--- src/rtl/weight_loader.sv ---
// weight_loader
//   Feeds the weight buffer write port from a DDR beat stream. A load command
//   gives a first buffer row (cmd_base_addr) and a row count (cmd_rows).
//   The block then accepts cmd_rows*GROUPS beats. Beat k lands in bank group
//   (k mod GROUPS), which is LANES adjacent banks, at row base + k/GROUPS.
//   After the last write, done pulses for one cycle.
//
//   Ports
//     clk, rst              rising-edge clock, async active-high reset
//     cmd_valid/cmd_ready   load command handshake
//     cmd_base_addr         first buffer row of the load
//     cmd_rows              row count (0 = no writes, done only)
//     ddr_data/valid/ready  DDR beat stream handshake
//     data_wr               beat data to the buffer (held when wr_en is 0)
//     wr_addr               buffer row address (wraps modulo 2^ADDR_LEN)
//     wr_en                 per-bank write enables, one LANES-wide group or 0
//     busy                  command in progress
//     done                  one-cycle pulse after the final write
//
//   Build option
//     WEIGHT_LOADER_SKID_EN  registered ddr_ready with a 2-entry skid FIFO in
//                            front of the write stage (+1 cycle write latency)
module weight_loader #(
    parameter int X_PE         = 16,
    parameter int X_MESH       = 16,
    parameter int ADDR_LEN     = 16,
    parameter int DATA_LEN     = 64,
    parameter int DDR_DATA_LEN = 256
) (
    input  logic                                  clk,
    input  logic                                  rst,
    input  logic                                  cmd_valid,
    output logic                                  cmd_ready,
    input  logic [ADDR_LEN-1:0]                   cmd_base_addr,
    input  logic [ADDR_LEN-1:0]                   cmd_rows,
    input  logic [DDR_DATA_LEN-1:0]               ddr_data,
    input  logic                                  ddr_valid,
    output logic                                  ddr_ready,
    output logic [DDR_DATA_LEN-1:0]               data_wr,
    output logic [ADDR_LEN-1:0]                   wr_addr,
    output logic [8*X_PE*X_MESH/DATA_LEN-1:0]     wr_en,
    output logic                                  busy,
    output logic                                  done
);

    localparam int BUFFER_NUM = 8 * X_PE * X_MESH / DATA_LEN;
    localparam int LANES      = DDR_DATA_LEN / DATA_LEN;
    localparam int GROUPS     = BUFFER_NUM / LANES;
    localparam int GW         = (GROUPS > 1) ? $clog2(GROUPS) : 1;
    // Holds cmd_rows*GROUPS without overflow.
    localparam int RW         = ADDR_LEN + GW + 1;

    typedef enum logic [1:0] {
        IDLE,
        LOAD,
        DONE
    } state_t;

    state_t                    state_q;
    logic [ADDR_LEN-1:0]       base_q;
    logic [ADDR_LEN-1:0]       row_q;
    logic [GW-1:0]             grp_q;
    logic [RW-1:0]             rem_q;      // beats still to be accepted
    logic                      cmd_ready_q;
    logic                      busy_q;
    logic                      done_q;
    logic [BUFFER_NUM-1:0]     wr_en_q;
    logic [ADDR_LEN-1:0]       wr_addr_q;
    logic [DDR_DATA_LEN-1:0]   data_wr_q;

    logic                      cmd_acc;
    logic                      beat_acc;
    logic [RW-1:0]             rem_d;
    logic                      write_fire;
    logic [DDR_DATA_LEN-1:0]   write_data;
    logic                      pipe_empty;
    logic [BUFFER_NUM-1:0]     wr_en_d;

    assign cmd_acc  = (state_q == IDLE) && cmd_ready_q && cmd_valid;
    assign beat_acc = ddr_valid && ddr_ready;
    assign rem_d    = rem_q - RW'(beat_acc);

`ifdef WEIGHT_LOADER_SKID_EN
    logic                      ddr_ready_q;
    logic [DDR_DATA_LEN-1:0]   fifo_q [2];
    logic                      fifo_wp_q;
    logic                      fifo_rp_q;
    logic [1:0]                fifo_cnt_q;
    logic [1:0]                fifo_cnt_d;

    assign ddr_ready  = ddr_ready_q;
    assign write_fire = (fifo_cnt_q != 2'd0);
    assign write_data = fifo_q[fifo_rp_q];
    assign pipe_empty = (fifo_cnt_q == 2'd0);
    assign fifo_cnt_d = fifo_cnt_q + 2'(beat_acc) - 2'(write_fire);

    // ddr_ready for the next cycle is decided from this cycle's acceptance,
    // so the flop drops as soon as the final beat is taken.
    always_ff @(posedge clk or posedge rst) begin
        if (rst) begin
            for (int unsigned i = 0; i < 2; i++) begin
                fifo_q[i] <= '0;
            end
            fifo_wp_q   <= 1'b0;
            fifo_rp_q   <= 1'b0;
            fifo_cnt_q  <= '0;
            ddr_ready_q <= 1'b0;
        end else begin
            if (beat_acc) begin
                fifo_q[fifo_wp_q] <= ddr_data;
                fifo_wp_q         <= ~fifo_wp_q;
            end
            if (write_fire) begin
                fifo_rp_q <= ~fifo_rp_q;
            end
            fifo_cnt_q <= fifo_cnt_d;
            if (state_q == IDLE) begin
                ddr_ready_q <= cmd_acc && (cmd_rows != '0);
            end else if (state_q == LOAD) begin
                ddr_ready_q <= (rem_d != '0) && (fifo_cnt_d != 2'd2);
            end else begin
                ddr_ready_q <= 1'b0;
            end
        end
    end
`else
    assign ddr_ready  = (state_q == LOAD) && (rem_q != '0);
    assign write_fire = beat_acc;
    assign write_data = ddr_data;
    assign pipe_empty = 1'b1;
`endif

    // Enable the LANES banks of the current group.
    always_comb begin
        wr_en_d = '0;
        for (int unsigned g = 0; g < GROUPS; g++) begin
            if (grp_q == GW'(g)) begin
                wr_en_d[g*LANES +: LANES] = '1;
            end
        end
    end

    always_ff @(posedge clk or posedge rst) begin
        if (rst) begin
            state_q     <= IDLE;
            base_q      <= '0;
            row_q       <= '0;
            grp_q       <= '0;
            rem_q       <= '0;
            cmd_ready_q <= 1'b0;
            busy_q      <= 1'b0;
            done_q      <= 1'b0;
            wr_en_q     <= '0;
            wr_addr_q   <= '0;
            data_wr_q   <= '0;
        end else begin
            done_q <= 1'b0;

            // Write stage: row/group counters track writes, not acceptances.
            if (write_fire) begin
                wr_en_q   <= wr_en_d;
                wr_addr_q <= base_q + row_q;
                data_wr_q <= write_data;
                if (grp_q == GW'(GROUPS - 1)) begin
                    grp_q <= '0;
                    row_q <= row_q + 1'b1;
                end else begin
                    grp_q <= grp_q + 1'b1;
                end
            end else begin
                wr_en_q <= '0;
            end

            case (state_q)
                IDLE: begin
                    cmd_ready_q <= 1'b1;
                    if (cmd_acc) begin
                        base_q      <= cmd_base_addr;
                        row_q       <= '0;
                        grp_q       <= '0;
                        rem_q       <= RW'(cmd_rows) * RW'(GROUPS);
                        cmd_ready_q <= 1'b0;
                        busy_q      <= 1'b1;
                        if (cmd_rows != '0) begin
                            state_q <= LOAD;
                        end else begin
                            state_q <= DONE;
                            done_q  <= 1'b1;
                        end
                    end
                end
                LOAD: begin
                    rem_q <= rem_d;
                    // All beats taken and the last one already on the write
                    // port: done lands in the cycle after that write.
                    if ((rem_q == '0) && pipe_empty) begin
                        state_q <= DONE;
                        done_q  <= 1'b1;
                    end
                end
                DONE: begin
                    state_q     <= IDLE;
                    busy_q      <= 1'b0;
                    cmd_ready_q <= 1'b1;
                end
                default: begin
                    state_q <= IDLE;
                end
            endcase
        end
    end

    assign cmd_ready = cmd_ready_q;
    assign busy      = busy_q;
    assign done      = done_q;
    assign wr_en     = wr_en_q;
    assign wr_addr   = wr_addr_q;
    assign data_wr   = data_wr_q;

endmodule

--- config.mk ---
export PLATFORM = sky130hd
export DESIGN_NAME = weight_loader
export DESIGN_NICKNAME = d
export VERILOG_FILES = /design/src/rtl/weight_loader.sv
export SDC_FILE = /design/constraint.sdc
export NUM_CORES = 1
export LEC_CHECK = 0
export ABC_AREA = 1
export BUFFER_PORTS_ARGS = -buffer_cell sky130_fd_sc_hd__buf_2
export CORE_AREA = 3 3 230 232
export CTS_CLUSTER_DIAMETER = 100
export DETAILED_ROUTE_END_ITERATION = 7
export DIE_AREA = 0 0 233 235
export PLACE_DENSITY = 0.55
export SYNTH_ARGS = -nofsm -noshare
export SYNTH_HDL_FRONTEND = slang
export SYNTH_SLANG_ARGS = --single-unit
--- constraint.sdc ---
create_clock -name clk -period 36.3 [get_ports clk]
set_clock_uncertainty 0.1 [all_clocks]
set_input_delay 7.26 -clock clk [delete_from_list [all_inputs] [get_ports clk]]
set_output_delay 7.26 -clock clk [all_outputs]
set_load 0.02 [all_outputs]
Yosys cells after proc, flatten, opt, wreduce, memory -nomap -nowiden --
Cells that the tools add are included.
Operators by class: muxes and demuxes 31, add/sub/neg operators 4, reduce and logical (&&, ||, !) cells 15, eq/ne operators 11
Operators by type and width (count):
- 16-bit 2-to-1 mux | 4
- 20-bit case mux with 2 select lines | 1
- 32-bit 2-to-1 mux | 1
- 4-bit 2-to-1 mux | 8
- 20-bit zero test | 1
- 20-bit 2-to-1 mux | 1
- 20-bit nonzero test | 1
- 20-bit by 1-bit subtractor with 20-bit output | 1
- 16-bit by 1-bit adder with 16-bit output (second input constant) | 1
- 16-bit adder | 1
- 16-bit nonzero test | 1
- 3-bit equality test (second input constant) | 4
- 3-bit 2-to-1 mux | 4
- 2-bit AND reduction | 4
- 3-bit by 2-bit equality test with 1-bit output (second input constant) | 2
- 2-bit 2-to-1 mux | 3
- 1-bit case mux with 2 select lines | 3
- 1-bit 2-to-1 mux | 5
- 1-bit logical AND | 4
- 2-bit case mux with 2 select lines | 1
- 2-bit nonzero test | 2
- 3-bit by 1-bit adder with 3-bit output (second input constant) | 1
- 3-bit by 1-bit equality test with 1-bit output (second input constant) | 1
- 3-bit zero test | 1
- other kinds (5) | 5
Word-level totals: logic and storage cells 72, output and inout port bits 308, flip-flop bits (word level) 364, bits of input ports 292

Logic depth before layout (Yosys ltp) --
depth in word-level cells 6, depth in mapped cells 18, depth with buffers taken out 16

Worst setup path after synthesis --
OpenSTA, ideal clock, no wires.
path kind input-to-reg, from input ddr_valid, to register rem_q[18], cell stages on the path 13, setup time 130 ps, data required time 36070 ps, setup slack 27156 ps, arrival time 8914 ps, buffers on the path 2, cells stage by stage inv_1 > nor2_2 > buf_2 > buf_2 > ha_1 > ha_1 > nand2_1 > nor2_1 > nand2_1 > nor2_1 > nand3_1 > nand3_1 > o211ai_1
On the way: longest elaborated chain between the ends 3
RTL lines:
- start: declaration | line 37 | input logic ddr_valid,
- 1-bit logical AND | line 80 | assign beat_acc = ddr_valid && ddr_ready;
- 20-bit by 1-bit subtractor with 20-bit output | line 81 | assign rem_d = rem_q - RW'(beat_acc);
- 20-bit case mux with 2 select lines | line 174 | case (state_q)
- end signal: assignment | line 181 | rem_q <= RW'(cmd_rows) * RW'(GROUPS);
- end signal: assignment | line 193 | rem_q <= rem_d;
- end: declaration | line 63 | logic [RW-1:0] rem_q;
No other way between the ends. A chain may end at the register's enable or synchronous reset.

Final worst setup path --
from input ddr_valid, to register row_q[7]
On the way: longest elaborated chain between the ends 4
RTL lines:
- 1-bit logical AND (*) | line 80
- 16-bit 2-to-1 mux (*) | line 160 | if (write_fire) begin
- 16-bit 2-to-1 mux | line 177 | if (cmd_acc) begin
- 16-bit 2-to-1 mux (*) | line 174
- end signal: assignment | line 166 | row_q <= row_q + 1'b1;
- end: declaration | line 61 | logic [ADDR_LEN-1:0] row_q;
Mark *: on every way between the ends. The rest lies on a longest branch, timed or not.

==> metrics.txt <==
Cell Rows=83; HPWL after detailed placement=38,030 um; number of flip-flops and latches in the synthesized netlist=between 300 and 400; register area share after synthesis=56.81%; Worst Path Class, Setup=input pin to flip-flop; worst-case clock buffer depth=3; final worst path period need=9962 ps; Arr. time, crit path=10,250 ps; number of placed instances with taps included=2,992; number of buffer and inverter stages on the critical path=4; hold-fix buffer count after cts=0; crit start category=input pin; share of synthesized registers carrying an async set or reset=100.0%; first-pass GRT wire length=between 70,000 and 80,000 um; initial antenna violation count=10; number of hold-slack violations in the final timing report=0; placeable core region=around 50,000 sq um; TritonCTS clock tree=done; Mapped Nets=2,120; CP required=approximately 37,000 ps; result of the run=finished, final reports clean; largest driver fanout on the critical path=between 100 and 150; summed instance area of the synthesized netlist=14,980 sq um; cells resized by post-CTS repair=0; routed wire length=51,240 um; syn_area_per_cell=8.306 sq um; Syn-to-layout area delta=30.95%; first drt pass iteration count=5; die boundary height=between 200 and 250 um; Synthesis Warnings=0; number of clock sinks seen by CTS=340; Cell Chain, Critical Path=buf_2, inv_1, nor2_4, buf_4, buf_4, nand2_1, o21ai_1, nor2_1; total negative setup slack=0 ps; Final Instance Count excl. Fillers=3,077; Final setup viols=0; die area=54,760 sq um; crit share post-route=27.44%; critical path endpoint category=flip-flop; Routed Antenna Nets=0; RSZ-0062 raised after global routing=no; total via count after detailed routing=around 14,000; power density over cell area=82.44 nW/um^2; Reg clk slew, reported paths=around 50 ps; maximum number of pins on one net before global-route repair=about 130; share of final-layout standard cells stronger than drive strength 1=approximately 29%; number of max-cap violations=0; dominant cells by area after synthesis=dfrtp_1 57%, nand2_1 26%, ha_1 2.0%; I/O Buffers=599; GRT Total Usage=18.03%; Cells after Synth=1,803; register area=8508 sq um; Max stage delay on crit path=960 ps; buffer type at the clock tree root=clkbuf_16; cell type with the largest total area after synthesis=dfrtp_1; DIE WIDTH=approximately 230 um; number of synthesized flops with an enable pin=0; fraction of post-synthesis cell area in the top cell type by area=56.81%; kind of cell with the highest combined delay on the critical path=buffers and inverters; critical register-to-register path startpoint=state_q[1]$_DFFE_PP0P_; Post-CTS Setup Bufs=0; average vias per placed instance=4.403; unique cell type count in the Yosys netlist=33; routed wirelength normalized by instance count=16.65 um; Min-Delay Startpoint=data_wr[65]$_DFFE_PP0N_; post-route DRC violation count=0; overall overflow remaining after global route=0; initial standard-cell utilization of the core=between 20 and 30%; worst rel slew slack=23.41%; HP Class=flip-flop to flip-flop; critical path startpoint=ddr_valid; global placer's final weighted congestion=between 0.9 and 1; Slowest-stage cell, CP=buf_4; Leak Pwr=11.15 nW; total I/O pin count=600; deepest level of the CTS H-tree=2; total CTS buffers=42; Skew-Pair Late Insertion Delay=560 ps; fill count=5,270; via count of the first global-routing pass=13,310; most repeated library cell on the critical path=buf_4; Peak VDD IR=0.03824 mV; DRC violation total after the first TritonRoute iteration=roughly 780; fin nets=2,673; maximum operating frequency=100.4 MHz; total area of multi-input combinational cells=5550 sq um; max-slew violation total from the final report=0; Worst Tran Pin Value=1149 ps; most instantiated flip-flop cell in the synthesis netlist=dfrtp_1
[cell usage after synthesis, types with 13 or more instances]
cell type  count
a21oi_1       18
buf_2         36
buf_4         27
buf_6         21
clkbuf_1      13
dfrtp_1      340
ha_1          24
inv_1         51
nand2_1     1022
nand3_1       45
nor2_1        79
o21ai_0       35
xor2_1        15
[worst paths after layout]
kind | depth (start not counted) | slack (ps) | end
setup / recovery | 8 | 26340 | row_q[7]$_DFF_PP0_
hold / removal | 2 | 360 | data_wr[65]$_DFFE_PP0N_
setup reg to reg | 8 | 32020 | row_q[7]$_DFF_PP0_
hold reg to reg | 2 | 360 | data_wr[65]$_DFFE_PP0N_
max in group asynchronous | 4 | 26770 | data_wr[250]$_DFFE_PP0N_
min in group asynchronous | 2 | 6710 | data_wr[51]$_DFFE_PP0N_
[area by class of cell]
class                           instances  share of cell area (%)
Inverter                               57                   1.129
Sequential cell                       340                   43.38
Tap cell                              680                   4.338
Timing Repair Buffer                  608                   15.63
Antenna cell                            8                  0.1021
Clock inverter                         19                   1.244
Multi-Input combinational cell       1307                   28.30
Clock buffer                           58                   5.870
[worst min-delay path, cell delays in order (launching register included)]
cell     delay [ps]
dfrtp_1         330
nand2_1          50
nand2_1          50
[registers in the layout, summed over array words and instances, names as in the netlist]
register,flops
done,1
rem_q,20
grp_q,3
cmd_ready,1
busy,1
row_q,16
wr_en,8
data_wr,256
base_q,16
wr_addr,16
state_q,2
[placed cells by master, fill, tap and decap left out, types with 3 or more instances in the layout]
cell type	count
a21oi_1	18
buf_2	599
buf_4	9
bufinv_16	4
clkbuf_1	12
clkbuf_16	42
clkbuf_8	4
clkinv_2	5
clkinv_4	3
dfrtp_1	340
diode_2	8
ha_1	24
inv_1	50
inv_2	5
inv_6	3
inv_8	3
nand2_1	1022
nand3_1	45
nand4_1	9
nor2_1	79
nor2_2	3
nor3_1	10
nor4_1	5
o211ai_1	10
o21ai_0	35
o21ai_1	4
o21bai_1	3
o22ai_1	4
xnor2_1	9
xor2_1	15
[where the power goes]
group | switching (mW) | internal, mW
Sequential | 0.0840 | 0.492
Clock | 0.168 | 0.253
Combinational | 0.417 | 0.202
[kinds of logic (layout without fill, tap and decap cells)]
family | count (synthesis) | count (layout) | synth area share [%]
adder cells (fa/ha/maj) | 25 | 25 | 2.139
AO/OA/AOI/OAI | 76 | 76 | 2.824
flip-flops | 340 | 340 | 56.81
other | 0 | 8 | 0
buffers and inverters | 156 | 742 | 6.158
XOR/XNOR | 24 | 24 | 1.404
AND/OR/NAND/NOR | 1182 | 1182 | 30.66
[stage by stage]
stage	area [sq um]	util [%]	setup WS [ps]	total power, mW	hold slack [ps]
2_1_floorplan	14980	-	19520	0.9949	355.3
3_3_place_gp	18200	35.54	25810	1.193	348.4
3_5_place_dp	18200	35.54	25770	1.203	352.6
4_1_cts	19590	38.27	26360	1.637	367.2
5_1_grt	19610	38.30	26040	1.737	381.5
6_report	19610	38.30	26340	1.617	362.6
[routing by layer]
layer | routed length, um | GRT usage (%) | vias to the layer above | part of all wire [%]
met4 | 953 | 5.300 | 0 | 1.9
met3 | 4032 | 5.226 | 65 | 7.9
met5 | 0 | 0 | - | 0
li1 | - | - | 6672 | -
met1 | 20730 | 21.97 | 6405 | 40
met2 | 25520 | 30.81 | 405 | 50
(Power assumes the default switching activity.)
